==> src/rtl/weight_stream_loader.sv <==
// weight_stream_loader: unpacks AXI-Stream weight beats (PACK words per beat)
// into one-word-per-cycle writes, steering each word to the kernel, bias or
// MAC-coefficient region. One load runs per accepted load_start; tlast
// framing is checked against the configured word total.
module weight_stream_loader #(
  parameter int DATA_W       = 32,
  parameter int PACK         = 1,
  parameter int KERNEL_COUNT = 72,
  parameter int BIAS_COUNT   = 4,
  parameter int COEFF_COUNT  = 1,
  parameter int ADDR_W       = 16
) (
  input  logic                   clk,
  input  logic                   rst_n,
  input  logic                   load_start,
  input  logic [DATA_W*PACK-1:0] s_axis_tdata,
  input  logic                   s_axis_tvalid,
  output logic                   s_axis_tready,
  input  logic                   s_axis_tlast,
  output logic                   weight_wr_en,
  output logic [DATA_W-1:0]      weight_wr_data,
  output logic [1:0]             weight_wr_sel,
  output logic [ADDR_W-1:0]      weight_wr_addr,
  output logic [ADDR_W-1:0]      weight_wr_gaddr,
  output logic                   load_busy,
  output logic                   load_done,
  output logic [1:0]             load_err,
  output logic [ADDR_W-1:0]      words_loaded
);

  localparam int S_W    = DATA_W * PACK;
  localparam int TOTAL  = KERNEL_COUNT + BIAS_COUNT + COEFF_COUNT;
  localparam int LANE_W = (PACK > 1) ? $clog2(PACK) : 1;

  localparam logic [ADDR_W-1:0] LAST_G    = ADDR_W'(TOTAL - 1);
  localparam logic [ADDR_W-1:0] K_BASE    = ADDR_W'(KERNEL_COUNT);
  localparam logic [ADDR_W-1:0] KB_BASE   = ADDR_W'(KERNEL_COUNT + BIAS_COUNT);
  localparam logic [LANE_W-1:0] LAST_LANE = LANE_W'(PACK - 1);

  typedef enum logic [2:0] {
    IDLE   = 3'd0,
    RECV   = 3'd1,
    UNPACK = 3'd2,
    FLUSH  = 3'd3,
    DONE   = 3'd4
  } state_t;

  state_t             state_reg, state_next;
  logic [LANE_W-1:0]  lane_reg, lane_next;
  logic [S_W-1:0]     beat_reg;
  logic               beat_last_reg;
  logic [ADDR_W-1:0]  g_reg;
  logic               wr_en_reg;
  logic [DATA_W-1:0]  wr_data_reg;
  logic [1:0]         wr_sel_reg;
  logic [ADDR_W-1:0]  wr_addr_reg;
  logic [ADDR_W-1:0]  wr_gaddr_reg;
  logic               busy_reg;
  logic               done_reg;
  logic [1:0]         err_reg;
  logic [ADDR_W-1:0]  words_reg;

  logic               start_ok;
  logic               emit;
  logic [DATA_W-1:0]  emit_data;
  logic               emit_last;
  logic [LANE_W-1:0]  cur_lane;
  logic [1:0]         err_set;
  logic [1:0]         sel_c;
  logic [ADDR_W-1:0]  addr_c;

  // Lane view of the latched beat; lane 0 sits in the least significant bits.
  logic [DATA_W-1:0] beat_words [PACK];
  for (genvar gi = 0; gi < PACK; gi++) begin : g_lane
    assign beat_words[gi] = beat_reg[gi*DATA_W +: DATA_W];
  end

  // Ready depends on state only, never on tvalid.
  assign s_axis_tready = (state_reg == RECV) || (state_reg == FLUSH);

  // Region decode of the global word index.
  always_comb begin
    sel_c  = 2'd0;
    addr_c = g_reg;
    if (g_reg < K_BASE) begin
      sel_c  = 2'd0;
      addr_c = g_reg;
    end else if (g_reg < KB_BASE) begin
      sel_c  = 2'd1;
      addr_c = g_reg - K_BASE;
    end else begin
      sel_c  = 2'd2;
      addr_c = g_reg - KB_BASE;
    end
  end

  // Next-state logic: word emission, lane stepping and framing checks.
  always_comb begin
    state_next = state_reg;
    lane_next  = lane_reg;
    start_ok   = 1'b0;
    emit       = 1'b0;
    emit_data  = s_axis_tdata[DATA_W-1:0];
    emit_last  = s_axis_tlast;
    cur_lane   = '0;
    err_set    = 2'b00;
    case (state_reg)
      IDLE: begin
        // A start coinciding with the done pulse is dropped.
        if (load_start && !done_reg) begin
          start_ok   = 1'b1;
          state_next = RECV;
          lane_next  = '0;
        end
      end
      RECV: begin
        if (s_axis_tvalid) begin
          emit = 1'b1;
        end
      end
      UNPACK: begin
        emit      = 1'b1;
        cur_lane  = lane_reg;
        emit_data = beat_words[lane_reg];
        emit_last = beat_last_reg;
      end
      FLUSH: begin
        if (s_axis_tvalid && s_axis_tlast) begin
          state_next = DONE;
        end
      end
      DONE: begin
        state_next = IDLE;
      end
      default: begin
        state_next = IDLE;
      end
    endcase

    if (emit) begin
      if (g_reg == LAST_G) begin
        // Final word: any remaining lanes are dropped.
        lane_next  = '0;
        state_next = emit_last ? DONE : FLUSH;
        err_set[1] = ~emit_last;
      end else if (cur_lane == LAST_LANE) begin
        lane_next = '0;
        if (emit_last) begin
          state_next = DONE;
          err_set[0] = 1'b1;
        end else begin
          state_next = RECV;
        end
      end else begin
        lane_next  = cur_lane + LANE_W'(1);
        state_next = UNPACK;
      end
    end
  end

  // State register.
  always_ff @(posedge clk or negedge rst_n) begin
    if (!rst_n) begin
      state_reg <= IDLE;
      lane_reg  <= '0;
    end else begin
      state_reg <= state_next;
      lane_reg  <= lane_next;
    end
  end

  // Datapath: beat latch, write port, counters and status flags.
  always_ff @(posedge clk or negedge rst_n) begin
    if (!rst_n) begin
      beat_reg      <= '0;
      beat_last_reg <= 1'b0;
      g_reg         <= '0;
      wr_en_reg     <= 1'b0;
      wr_data_reg   <= '0;
      wr_sel_reg    <= 2'd0;
      wr_addr_reg   <= '0;
      wr_gaddr_reg  <= '0;
      busy_reg      <= 1'b0;
      done_reg      <= 1'b0;
      err_reg       <= 2'b00;
      words_reg     <= '0;
    end else begin
      wr_en_reg <= emit;
      done_reg  <= (state_reg == DONE);
      err_reg   <= err_reg | err_set;
      if (state_reg == DONE) begin
        busy_reg <= 1'b0;
      end
      if (start_ok) begin
        g_reg     <= '0;
        words_reg <= '0;
        err_reg   <= 2'b00;
        busy_reg  <= 1'b1;
      end
      if (state_reg == RECV && s_axis_tvalid) begin
        beat_reg      <= s_axis_tdata;
        beat_last_reg <= s_axis_tlast;
      end
      if (emit) begin
        wr_data_reg  <= emit_data;
        wr_sel_reg   <= sel_c;
        wr_addr_reg  <= addr_c;
        wr_gaddr_reg <= g_reg;
        words_reg    <= g_reg + ADDR_W'(1);
        if (g_reg != LAST_G) begin
          g_reg <= g_reg + ADDR_W'(1);
        end
      end
    end
  end

  assign weight_wr_en    = wr_en_reg;
  assign weight_wr_data  = wr_data_reg;
  assign weight_wr_sel   = wr_sel_reg;
  assign weight_wr_addr  = wr_addr_reg;
  assign weight_wr_gaddr = wr_gaddr_reg;
  assign load_busy       = busy_reg;
  assign load_done       = done_reg;
  assign load_err        = err_reg;
  assign words_loaded    = words_reg;

endmodule

==> config.mk <==
export PLATFORM = sky130hd
export DESIGN_NAME = weight_stream_loader
export DESIGN_NICKNAME = d
export VERILOG_FILES = /design/src/rtl/weight_stream_loader.sv
export SDC_FILE = /design/constraint.sdc
export NUM_CORES = 1
export LEC_CHECK = 0
export CAP_MARGIN = 40
export CORE_AREA = 2 2 120 122
export DETAILED_ROUTE_END_ITERATION = 8
export DIE_AREA = 0 0 122 124
export HOLD_SLACK_MARGIN = 0.08
export PLACE_DENSITY = 0.75
export SLEW_MARGIN = 20
export SYNTH_ARGS = -nofsm -noshare
export SYNTH_HDL_FRONTEND = slang
export SYNTH_SLANG_ARGS = --single-unit
==> constraint.sdc <==
create_clock -name clk -period 2.3 [get_ports clk]
set_input_delay 0.345 -clock clk [delete_from_list [all_inputs] [get_ports clk]]
set_output_delay 0.345 -clock clk [all_outputs]
set_load 0.02 [all_outputs]
==> results of run 1 <==
-- per-layer routing --
layer	global-route usage (%)	up-vias	part of all wire, %
met5	0	-	0
met4	10.2	0	2.7
met3	7.92	32	7.5
met2	37.5	181	49
met1	27.4	2605	41
li1	-	2428	-
-- what timing repair did --
item	4_1_cts	5_1_grt
pin swaps	2	6
endpoints found under the setup margin	4	12
endpoints found under the hold margin	41	0
buffers inserted	0	2
gates resized for setup	2	9
hold buffers	1	0
-- worst register-to-register path, delay by kind of cell, from the launching register on --
kind | cells | cell delay (ps)
flops | 1 | 370
buf+inv | 1 | 190
simple gates | 2 | 980
mux | 1 | 300
compound gates | 2 | 330
-- layout make-up --
cell class | instances | area [µm²] | share of cell area (%)
repair buffers | 176 | 1690 | 19.4
flip-flops and latches | 137 | 3430 | 39.3
clock buffers | 23 | 468 | 5.36
well taps | 180 | 225 | 2.58
clock inverters | 8 | 120 | 1.38
inverters | 48 | 180 | 2.06
multi-input cells | 361 | 2610 | 29.9
-- metrics by stage --
stage | setup WS [ps] | hold slack [ps] | instances | TNS [ps]
after floorplan | -1.22 | 49.4 | 595 | -1.22
after global placement | -32.9 | 287 | 900 | -167
after detailed placement | -129 | 295 | 900 | -942
after CTS | -5.23 | 427 | 932 | -5.23
after global routing | -39.6 | 452 | 933 | -55.4
final | 31.8 | 415 | 933 | 0
-- cell usage in the layout (no fill, tap or decap), types with 3 or more instances in the layout --
| cell | synthesis | layout |
|---|---|---|
| dfrtp_1 | 137 | 136 |
| clkdlybuf4s50_1 | 0 | 123 |
| nand2_1 | 61 | 61 |
| inv_1 | 47 | 47 |
| buf_4 | 2 | 45 |
| mux2_2 | 40 | 39 |
| o21ai_0 | 38 | 38 |
| a222oi_1 | 32 | 32 |
| nor2_1 | 27 | 27 |
| nand3_1 | 21 | 21 |
| clkbuf_16 | 0 | 17 |
| mux2i_1 | 13 | 13 |
| xnor2_1 | 11 | 11 |
| nand4_1 | 10 | 10 |
| nor3_1 | 10 | 10 |
| a21oi_1 | 8 | 8 |
| a21o_1 | 9 | 8 |
| ha_1 | 7 | 7 |
| nand2b_1 | 5 | 5 |
| nor4_1 | 5 | 5 |
| or3_1 | 4 | 4 |
| xor2_1 | 4 | 4 |
| a211o_1 | 4 | 4 |
| clkbuf_1 | 36 | 4 |
| buf_12 | 0 | 4 |
| or4_4 | 2 | 3 |
| and3_1 | 3 | 3 |
| a22o_1 | 3 | 3 |
| a2111oi_0 | 5 | 3 |
| a31oi_1 | 4 | 3 |
| clkinv_2 | 0 | 3 |
| bufinv_16 | 0 | 3 |
| buf_6 | 2 | 3 |
-- worst max-delay path by stage --
stage,start,endpoint
2_1_floorplan,g_reg[7],g_reg[8]
3_3_place_gp,g_reg[14],weight_wr_addr[13]
3_5_place_dp,s_axis_tvalid,words_loaded[7]
5_1_grt,g_reg[7],g_reg[8]
4_1_cts,g_reg[8],g_reg[8]
6_report,g_reg[7],g_reg[8]
-- kinds of logic (layout without fill, tap and decap cells) --
family	Yosys count	count (layout)
adders and majority gates	7	7
muxes	55	55
and+or+nand+nor	164	164
xor gates and xnor gates	15	15
buffers and inverters	97	255
AOI/OAI and AO/OA	120	120
DFF	137	137
-- power by group --
part           leakage (nW)  internal [mW]  total (mW)  switching (mW)
logic                  1.92           2.14        4.49            2.35
registers              1.77           3.25        3.75           0.502
clock network         0.283           1.75        2.72           0.968
==> summary.md, run 1 <==
| Metric | Value |
|---|---|
| Setup CP Type | `reg -> reg` |
| Design Area, Final | `8730 µm²` |
| Vias in the first global route | `5,410` |
| Largest net degree at the start of global routing | `66` |
| R2r startpoint | `g_reg[7]` |
| TritonRoute pass-1 iters | `8` |
| Sequential area share after synthesis | `54.0%` |
| Synth Area in Compound Gates | `14.0%` |
| Worst Hold Class | `in -> async` |
| Most common library cells after synthesis | `137 x dfrtp_1, 61 x nand2_1, 47 x inv_1` |
| Initial antenna violation count | `0` |
| Adder-Cell Fraction of Synth Area | `1.38%` |
| Worst r2r dst | `g_reg[8]` |
| Worst path bufs/invs | `1` |
| Via-per-instance ratio | `5.62` |
| Filler cells | `1,109` |
| Slew HR | `58.2%` |
| Synth Flop Type | `dfrtp_1` |
| GRT Resource Usage Total | `22.9%` |
| Crit path cell chain | `or4_4, nor4_4, a31oi_4, buf_12, mux2_4, a21o_1` |
| Reg2reg setup slack | `30 ps` |
| Clock Path Buffers | `2` |
| CTS Sinks | `137` |
| Post-Syn Nets | `639` |
| DP Area | `8080 µm²` |
| Die area | `15,100 µm²` |
| Die Ht | `124 µm` |
| Remaining antenna violation count | `0` |
| Tcrit/Tclk final | `98.6%` |
| WP depth | `6` |
| Layout cell share with drive strength beyond 1 | `17.8%` |
| Post-layout util | `63.6%` |
| Cells after synthesis | `595` |
| RSZ-0062 raised after global routing | `yes` |
| Status | `completed` |
| CP max stage delay | `600 ps` |
| Starting DRC count in detailed routing | `306` |
| Fmax | `441 MHz` |
| Maximum VDD drop | `0.723 mV` |
| Count of warnings emitted by yosys | `0` |
| Post-Route WL | `16.4 mm` |
| Total Power | `11.0 mW` |
| Critical Path Slowest Stage Cell | `or4_4` |
| Synth async-reset ratio | `100%` |
| Final setup violation count | `0` |
| Pwr Density | `1260 nW/µm²` |
| Num rows | `43` |
| Post-Syn Area | `6350 µm²` |
| Startpoint Class | `flip-flop` |
| Post-synth top area share | `54.0%` |
| Inserted Diodes | `0` |
| Data required, critical path | `2610 ps` |
| Ports | `125` |
| DRC Markers | `0` |
| Multiplexer share of the synthesized area | `9.67%` |
| PortBufs | `124` |
| Htree depth | `4` |
| Yosys reg bits | `137` |
| Minimum clock period | `2270 ps` |
| CTS root buf | `clkbuf_16` |
| P_leak | `3.98 nW` |
| CTS tree | `built` |
| Inserted Clock Buffers | `17` |
| Largest area contributor in the netlist | `dfrtp_1` |
| Crit end category | `flip-flop` |
| Drt wl/cell | `17.6 µm` |
| Clk Latency, worst-skew pair | `420 ps` |
| Via Count | `5,246` |
| Skew final | `8.32 ps` |
| Number of synthesized flops with an enable pin | `0` |
| Clock transition at path regs | `60 ps` |
| Syn Area/Cell | `10.7 µm²` |
| Reg2Reg Depth | `6` |
| Final Hold Fails | `0` |
| Area contributors post-synth | `dfrtp_1 54%, mux2_2 7.1%, a222oi_1 5.0%, nand2_1 3.6%, o21ai_0 3.0%` |
| Grt total ovfl | `0` |
| First-pass GRT wire length | `26.8 mm` |
| MaxCap Viol Count | `0` |
| Worst-Margin Slew | `612 ps` |
| CP max FO | `14` |
| Simple-Gate Fraction of Synth Area | `12.7%` |
| Final slew viol count | `0` |
| Most common cell in the netlist | `dfrtp_1` |
| Nets@finish | `785` |
| Cell variety after synth | `57` |
| Cell family with most CP delay | `simple AND/OR/NAND/NOR gates` |
| Layout area overhead | `37.3%` |
| Main combinational cell family by area after synthesis | `compound AO/OA/AOI/OAI gates` |
| Crit path arrival time | `2580 ps` |
| Core area | `13,700 µm²` |
| RePlAce Congestion | `0.938` |
| DIE WIDTH | `122 µm` |
| Synth Area in XOR/XNOR | `2.07%` |
| Initial Util | `46.3%` |
| Post-DP HPWL | `11.7 mm` |
(Power assumes the default switching activity.)
==> run 2: changes to the inputs <==
--- a/config.mk
+++ b/config.mk
@@ -6,11 +6,11 @@
 export NUM_CORES = 1
 export LEC_CHECK = 0
 export CAP_MARGIN = 40
-export CORE_AREA = 2 2 120 122
+export CORE_AREA = 2 2 116 118
 export DETAILED_ROUTE_END_ITERATION = 8
-export DIE_AREA = 0 0 122 124
+export DIE_AREA = 0 0 118 120
 export HOLD_SLACK_MARGIN = 0.08
-export PLACE_DENSITY = 0.75
+export PLACE_DENSITY = 0.77
 export SLEW_MARGIN = 20
 export SYNTH_ARGS = -nofsm -noshare
 export SYNTH_HDL_FRONTEND = slang
==> constraint.sdc (replaced) <==
create_clock -name clk -period 2.9 [get_ports clk]
set_input_delay 0.435 -clock clk [delete_from_list [all_inputs] [get_ports clk]]
set_output_delay 0.435 -clock clk [all_outputs]
set_load 0.02 [all_outputs]
==> run 2 against run 1 <==
Net effect:
- worst hold slack better by 60 ps
- count of clock-buffer cells in the layout is 3 lower
- clock power is 25% lower
- critical endpoint unchanged
- sequential share of layout area is 1.6 points higher
- routed wire length is 4.2% lower
==> summary.md, run 2 (synthesis results as in run 1) <==
| Metric | Value |
|---|---|
| DIE WIDTH | `118 µm (was 122 µm)` |
| RSZ-0062 raised after global routing | `no (was yes)` |
| DP Cell Count | `867 (was 900)` |
| Vias in the first global route | `5,231 (was 5,410)` |
| First-pass GRT wire length | `26.1 mm (was 26.8 mm)` |
| Final Hold Fails | `0 (unchanged)` |
| Clock transition at path regs | `60 ps (about the same)` |
| Pre-CTS setup slack | `336 ps (was -129 ps)` |
| Source of the worst hold timing path | `words_loaded[7]` |
| Commonest cells after routing, fill and taps aside | `137 x dfrtp_1, 123 x clkdlybuf4s50_1, 61 x nand2_1 (was 136 x dfrtp_1, 123 x clkdlybuf4s50_1, 61 x nand2_1)` |
| Minimum clock period | `2600 ps (was 2270 ps)` |
| TritonRoute pass-1 iters | `5 (was 8)` |
| CP max stage delay | `570 ps (was 600 ps)` |
| Fin Setup TNS | `0 ps (unchanged)` |
| Reg2Reg Depth | `6 (unchanged)` |
| Crit end category | `flip-flop (unchanged)` |
| Worst hold margin | `475 ps (was 415 ps)` |
| Grt total ovfl | `0 (unchanged)` |
| Crit path cell chain | `or3b_2, nor4_4, a31oi_2, buf_12, mux2_1, a21o_1 (was or4_4, nor4_4, a31oi_4, buf_12, mux2_4, a21o_1)` |
| Nets@finish | `755 (was 785)` |
| DRC Markers | `0 (unchanged)` |
| Fmax | `384 MHz (was 441 MHz)` |
| Layout cell share with drive strength beyond 1 | `14.2% (was 17.8%)` |
| Via Count | `5,062 (was 5,246)` |
| Finished Layout Cells | `900 (was 933)` |
| Remaining antenna violation count | `0 (unchanged)` |
| Worst-Margin Slew | `743 ps (was 612 ps)` |
| Post-Route WL | `15.7 mm (was 16.4 mm)` |
| Core area | `13,000 µm² (was 13,700 µm²)` |
| Maximum VDD drop | `0.609 mV (was 0.723 mV)` |
| Clk Latency, worst-skew pair | `430 ps (was 420 ps)` |
| Drt wl/cell | `17.5 µm (was 17.6 µm)` |
| Skew final | `6.32 ps (was 8.32 ps)` |
| Worst Hold Class | `reg -> reg (was in -> async)` |
| Die area | `14,200 µm² (was 15,100 µm²)` |
| Inserted Clock Buffers | `17 (unchanged)` |
| Htree depth | `4 (unchanged)` |
| Total Power | `8.38 mW (was 11.0 mW)` |
| CTS root buf | `clkbuf_16 (unchanged)` |
| Startpoint Class | `flip-flop (unchanged)` |
| Post_cts resized | `0 (was 2)` |
| CTS tree | `built (unchanged)` |
| Pwr Density | `999 nW/µm² (was 1260 nW/µm²)` |
| Initial antenna violation count | `0 (unchanged)` |
| Slew HR | `49.2% (was 58.2%)` |
| Largest net degree at the start of global routing | `66 (unchanged)` |
| R2r startpoint | `g_reg[4] (was g_reg[7])` |
| MaxCap Viol Count | `0 (unchanged)` |
| Worst Hold Path Cells | `2` |
| Post-layout worst setup margin | `297 ps (was 31.8 ps)` |
| Die Ht | `120 µm (was 124 µm)` |
| Crit path from | `g_reg[4] (was g_reg[7])` |
| Tcrit/Tclk final | `89.7% (was 98.6%)` |
| RePlAce Congestion | `0.895 (was 0.938)` |
| Post-CTS Setup Inserts | `0 (unchanged)` |
| Final setup violation count | `0 (unchanged)` |
| Inserted Diodes | `0 (unchanged)` |
| P_leak | `3.78 nW (was 3.98 nW)` |
| Layout area overhead | `32.1% (was 37.3%)` |
| Ports | `125 (unchanged)` |
| Starting DRC count in detailed routing | `352 (was 306)` |
| CTS Hold Bufs | `1 (unchanged)` |
| PortBufs | `124 (unchanged)` |
| Initial Util | `48.9% (was 46.3%)` |
| Via-per-instance ratio | `5.62 (about the same)` |
| CTS Sinks | `137 (unchanged)` |
| Commonest non-fill, non-tap cell in the layout | `dfrtp_1 (unchanged)` |
| Num rows | `42 (was 43)` |
| Status | `completed (unchanged)` |
| Crit path arrival time | `2920 ps (was 2580 ps)` |
| CP max FO | `16 (was 14)` |
| Clock Path Buffers | `2 (unchanged)` |
| Post-DP HPWL | `10.8 mm (was 11.7 mm)` |
| Final slew viol count | `0 (unchanged)` |
| Data required, critical path | `3220 ps (was 2610 ps)` |
| Setup CP Type | `reg -> reg (unchanged)` |
| Critical Path Slowest Stage Cell | `or3b_2 (was or4_4)` |
| GRT Resource Usage Total | `23.5% (was 22.9%)` |
[run 2: stage by stage]
stage,util (%),instance area [µm²]
CTS,64.6,8390
floorplan,-,6350
global placement,60.3,7820
global route,64.6,8390
detailed placement,60.3,7820
finish,64.6,8390
[run 2: cell type report]
cell class / instances / area, µm²
Fill cell: 1054 / 4590
Sequential cell: 137 / 3430
Multi-Input combinational cell: 361 / 2560
Timing Repair Buffer: 146 / 1450
Clock buffer: 20 / 457
Tap cell: 176 / 220
Inverter: 48 / 180
Clock inverter: 12 / 101
[run 2: where the power goes]
part / internal, mW / total, mW / switching, mW
Clock: 1.21 / 2.04 / 0.823
Sequential: 2.58 / 3.01 / 0.434
Combinational: 1.57 / 3.34 / 1.76
Total: 5.36 / 8.38 / 3.02
[run 2: critical path, delay by kind of cell (launching register included)]
| kind | cells | cell delay, ps |
|---|---|---|
| compound gates | 2 | 430 |
| buf+inv | 1 | 220 |
| flops | 1 | 510 |
| mux | 1 | 300 |
| simple gates | 2 | 1030 |
[run 2: path summary, 6_finish.rpt]
check / slack, ps / end
hold reg to reg: 470 / words_loaded[7]
min in group asynchronous: 530 / weight_wr_addr[4]
setup reg to reg: 300 / g_reg[8]
setup / recovery: 300 / g_reg[8]
hold / removal: 470 / words_loaded[7]
max in group asynchronous: 1620 / g_reg[13]
[run 2: per-layer routing]
layer  wire length, µm  track usage (%)  vias up
li1                  -                -     2371
met1              6590             29.1     2483
met2              7540             37.7      184
met3              1330             8.46       24
met4               263             9.26        0
met5                 0                0        -
==> run 3: changes to the inputs <==
--- a/config.mk
+++ b/config.mk
@@ -7,6 +7,7 @@
 export LEC_CHECK = 0
 export CAP_MARGIN = 40
 export CORE_AREA = 2 2 116 118
+export CTS_BUF_LIST = sky130_fd_sc_hd__clkbuf_8
 export DETAILED_ROUTE_END_ITERATION = 8
 export DIE_AREA = 0 0 118 120
 export HOLD_SLACK_MARGIN = 0.08
==> run 3 against run 2 <==
Net effect:
- count of clock-buffer cells in the layout shrank 1
- core utilization shrank 1.5 points
- sequential cell count is the same
- clock power shrank 29%
- worst hold slack gained 4.4 ps
- register-to-register slack is essentially flat
- routed wire length shrank 1.4%
- maximum frequency is essentially flat
- largest cell class unchanged
==> summary.md, run 3 (synthesis results as in run 1) <==
| Metric | Value |
|---|---|
| Drt wl/cell | `17.2 µm (was 17.5 µm)` |
| CTS tree | `built (unchanged)` |
| Maximum VDD drop | `0.551 mV (was 0.609 mV)` |
| Worst-Margin Slew | `734 ps (was 743 ps)` |
| Via Count | `5,034 (was 5,062)` |
| Starting DRC count in detailed routing | `328 (was 352)` |
| PortBufs | `124 (unchanged)` |
| First-pass GRT wire length | `25.9 mm (was 26.1 mm)` |
| Layout cell share with drive strength beyond 1 | `14.2% (unchanged)` |
| Core area | `13,000 µm² (unchanged)` |
| Inserted Clock Buffers | `17 (unchanged)` |
| Die Ht | `120 µm (unchanged)` |
| Status | `completed (unchanged)` |
| Commonest non-fill, non-tap cell in the layout | `dfrtp_1 (unchanged)` |
| Routed wl met2 | `7.52 mm (was 7.54 mm)` |
| DRC Markers | `0 (unchanged)` |
| DIE WIDTH | `118 µm (unchanged)` |
| Vias in the first global route | `5,190 (was 5,231)` |
| P_leak | `3.70 nW (was 3.78 nW)` |
| MaxCap Viol Count | `0 (unchanged)` |
| Largest net degree at the start of global routing | `66 (unchanged)` |
| CTS root buf | `clkbuf_8 (was clkbuf_16)` |
| Num rows | `42 (unchanged)` |
| Initial antenna violation count | `0 (unchanged)` |
| Post_cts resized | `0 (unchanged)` |
| GRT Resource Usage Total | `23.2% (was 23.5%)` |
| Layout area overhead | `29.0% (was 32.1%)` |
| Crit path arrival time | `2960 ps (was 2920 ps)` |
| Skew final | `12.0 ps (was 6.32 ps)` |
| Design Area, Final | `8200 µm² (was 8390 µm²)` |
| Met1 wire length | `6.51 mm (was 6.59 mm)` |
| Post-layout util | `63.2% (was 64.6%)` |
| Pwr Density | `950 nW/µm² (was 999 nW/µm²)` |
| DP Area | `7820 µm² (unchanged)` |
| Clock Path Buffers | `2 (unchanged)` |
| DP Cell Count | `867 (unchanged)` |
| Grt total ovfl | `0 (unchanged)` |
| Htree depth | `4 (unchanged)` |
| Metal3 WL | `1.24 mm (was 1.33 mm)` |
| Initial Util | `48.9% (unchanged)` |
| Final Hold Fails | `0 (unchanged)` |
| CTS Sinks | `137 (unchanged)` |
| Final slew viol count | `0 (unchanged)` |
| Commonest cells after routing, fill and taps aside | `137 x dfrtp_1, 123 x clkdlybuf4s50_1, 61 x nand2_1 (unchanged)` |
| Finished Layout Cells | `900 (unchanged)` |
| Clk Latency, worst-skew pair | `460 ps (was 430 ps)` |
| Fin Setup TNS | `0 ps (unchanged)` |
| Data required, critical path | `3260 ps (was 3220 ps)` |
| Post-Route WL | `15.5 mm (was 15.7 mm)` |
| Die area | `14,200 µm² (unchanged)` |
| Top sig layer | `met4 (unchanged)` |
| Ports | `125 (unchanged)` |
| Minimum clock period | `2600 ps (about the same)` |
| Slew HR | `49.8% (was 49.2%)` |
| Worst hold margin | `479 ps (was 475 ps)` |
| Crit end category | `flip-flop (unchanged)` |
| Startpoint Class | `flip-flop (unchanged)` |
| Remaining antenna violation count | `0 (unchanged)` |
| RePlAce Congestion | `0.895 (unchanged)` |
| Nets@finish | `755 (unchanged)` |
| CP max FO | `16 (unchanged)` |
| Tcrit/Tclk final | `89.7% (about the same)` |
| Setup CP Type | `reg -> reg (unchanged)` |
| Post-DP HPWL | `10.8 mm (unchanged)` |
| Inserted Diodes | `0 (unchanged)` |
| Worst Hold Class | `reg -> reg (unchanged)` |
| Final setup violation count | `0 (unchanged)` |
| Fmax | `385 MHz (was 384 MHz)` |
| TritonRoute pass-1 iters | `5 (unchanged)` |
| Clock transition at path regs | `80 ps (was 60 ps)` |
| Via-per-instance ratio | `5.59 (was 5.62)` |
| RSZ-0062 raised after global routing | `no (unchanged)` |
run 3: changes by cell type in the layout (fill, tap and decap cells not counted):
cell / previous run / this run
clkbuf_16: 17 / 0
inv_1: 47 / 48
clkbuf_8: 2 / 19
clkbuf_1: 1 / 0
run 3: path summary, 6_finish.rpt:
check                                startpoint  cells after the start            endpoint  slack, ps
worst max-delay path                   g_reg[4]                      6            g_reg[8]        300
worst min-delay path            words_loaded[7]                      2     words_loaded[7]        480
worst max register to register         g_reg[4]                      6            g_reg[8]        300
worst min register to register  words_loaded[7]                      2     words_loaded[7]        480
max in group asynchronous                 rst_n                      3  weight_wr_gaddr[7]       1660
min in group asynchronous                 rst_n                      2    words_loaded[10]        490
run 3: area by class of cell:
cell class | count | area [µm²]
Multi-Input combinational cell | 361 | 2560
Clock buffer | 19 | 262
Inverter | 48 | 180
Fill cell | 1086 | 4780
Tap cell | 176 | 220
Timing Repair Buffer | 146 | 1450
Clock inverter | 13 | 105
Sequential cell | 137 | 3430
run 3: metal layers:
metal  GRT usage [%]  vias to the layer above
li1                -                     2377
met1            29.4                     2455
met2            37.2                      181
met3            7.79                       21
met4            8.28                        0
met5               0                        -
run 3: per-stage QoR:
step	worst slack, ps	power (mW)
after floorplan	469	4.98
after global placement	434	6.23
after detailed placement	336	6.37
after CTS	324	7.85
after global routing	213	8.28
final	300	7.79
run 3: report_power, final:
part / internal (mW) / leakage [nW] / switching, mW
logic: 1.57 / 1.75 / 1.76
registers: 2.57 / 1.77 / 0.434
clock network: 0.709 / 0.180 / 0.738
run 3: worst max-delay path: stages (launching register included):
cell,delay [ps]
dfrtp_1,510
or3b_2,570
nor4_4,460
a31oi_2,250
buf_12,220
mux2_1,300
a21o_1,180
run 3: timing repair:
item	in CTS	in global routing
setup endpoints to repair	0	0
endpoints found under the hold margin	51	0
hold buffers	1	0
setup buffers	0	0
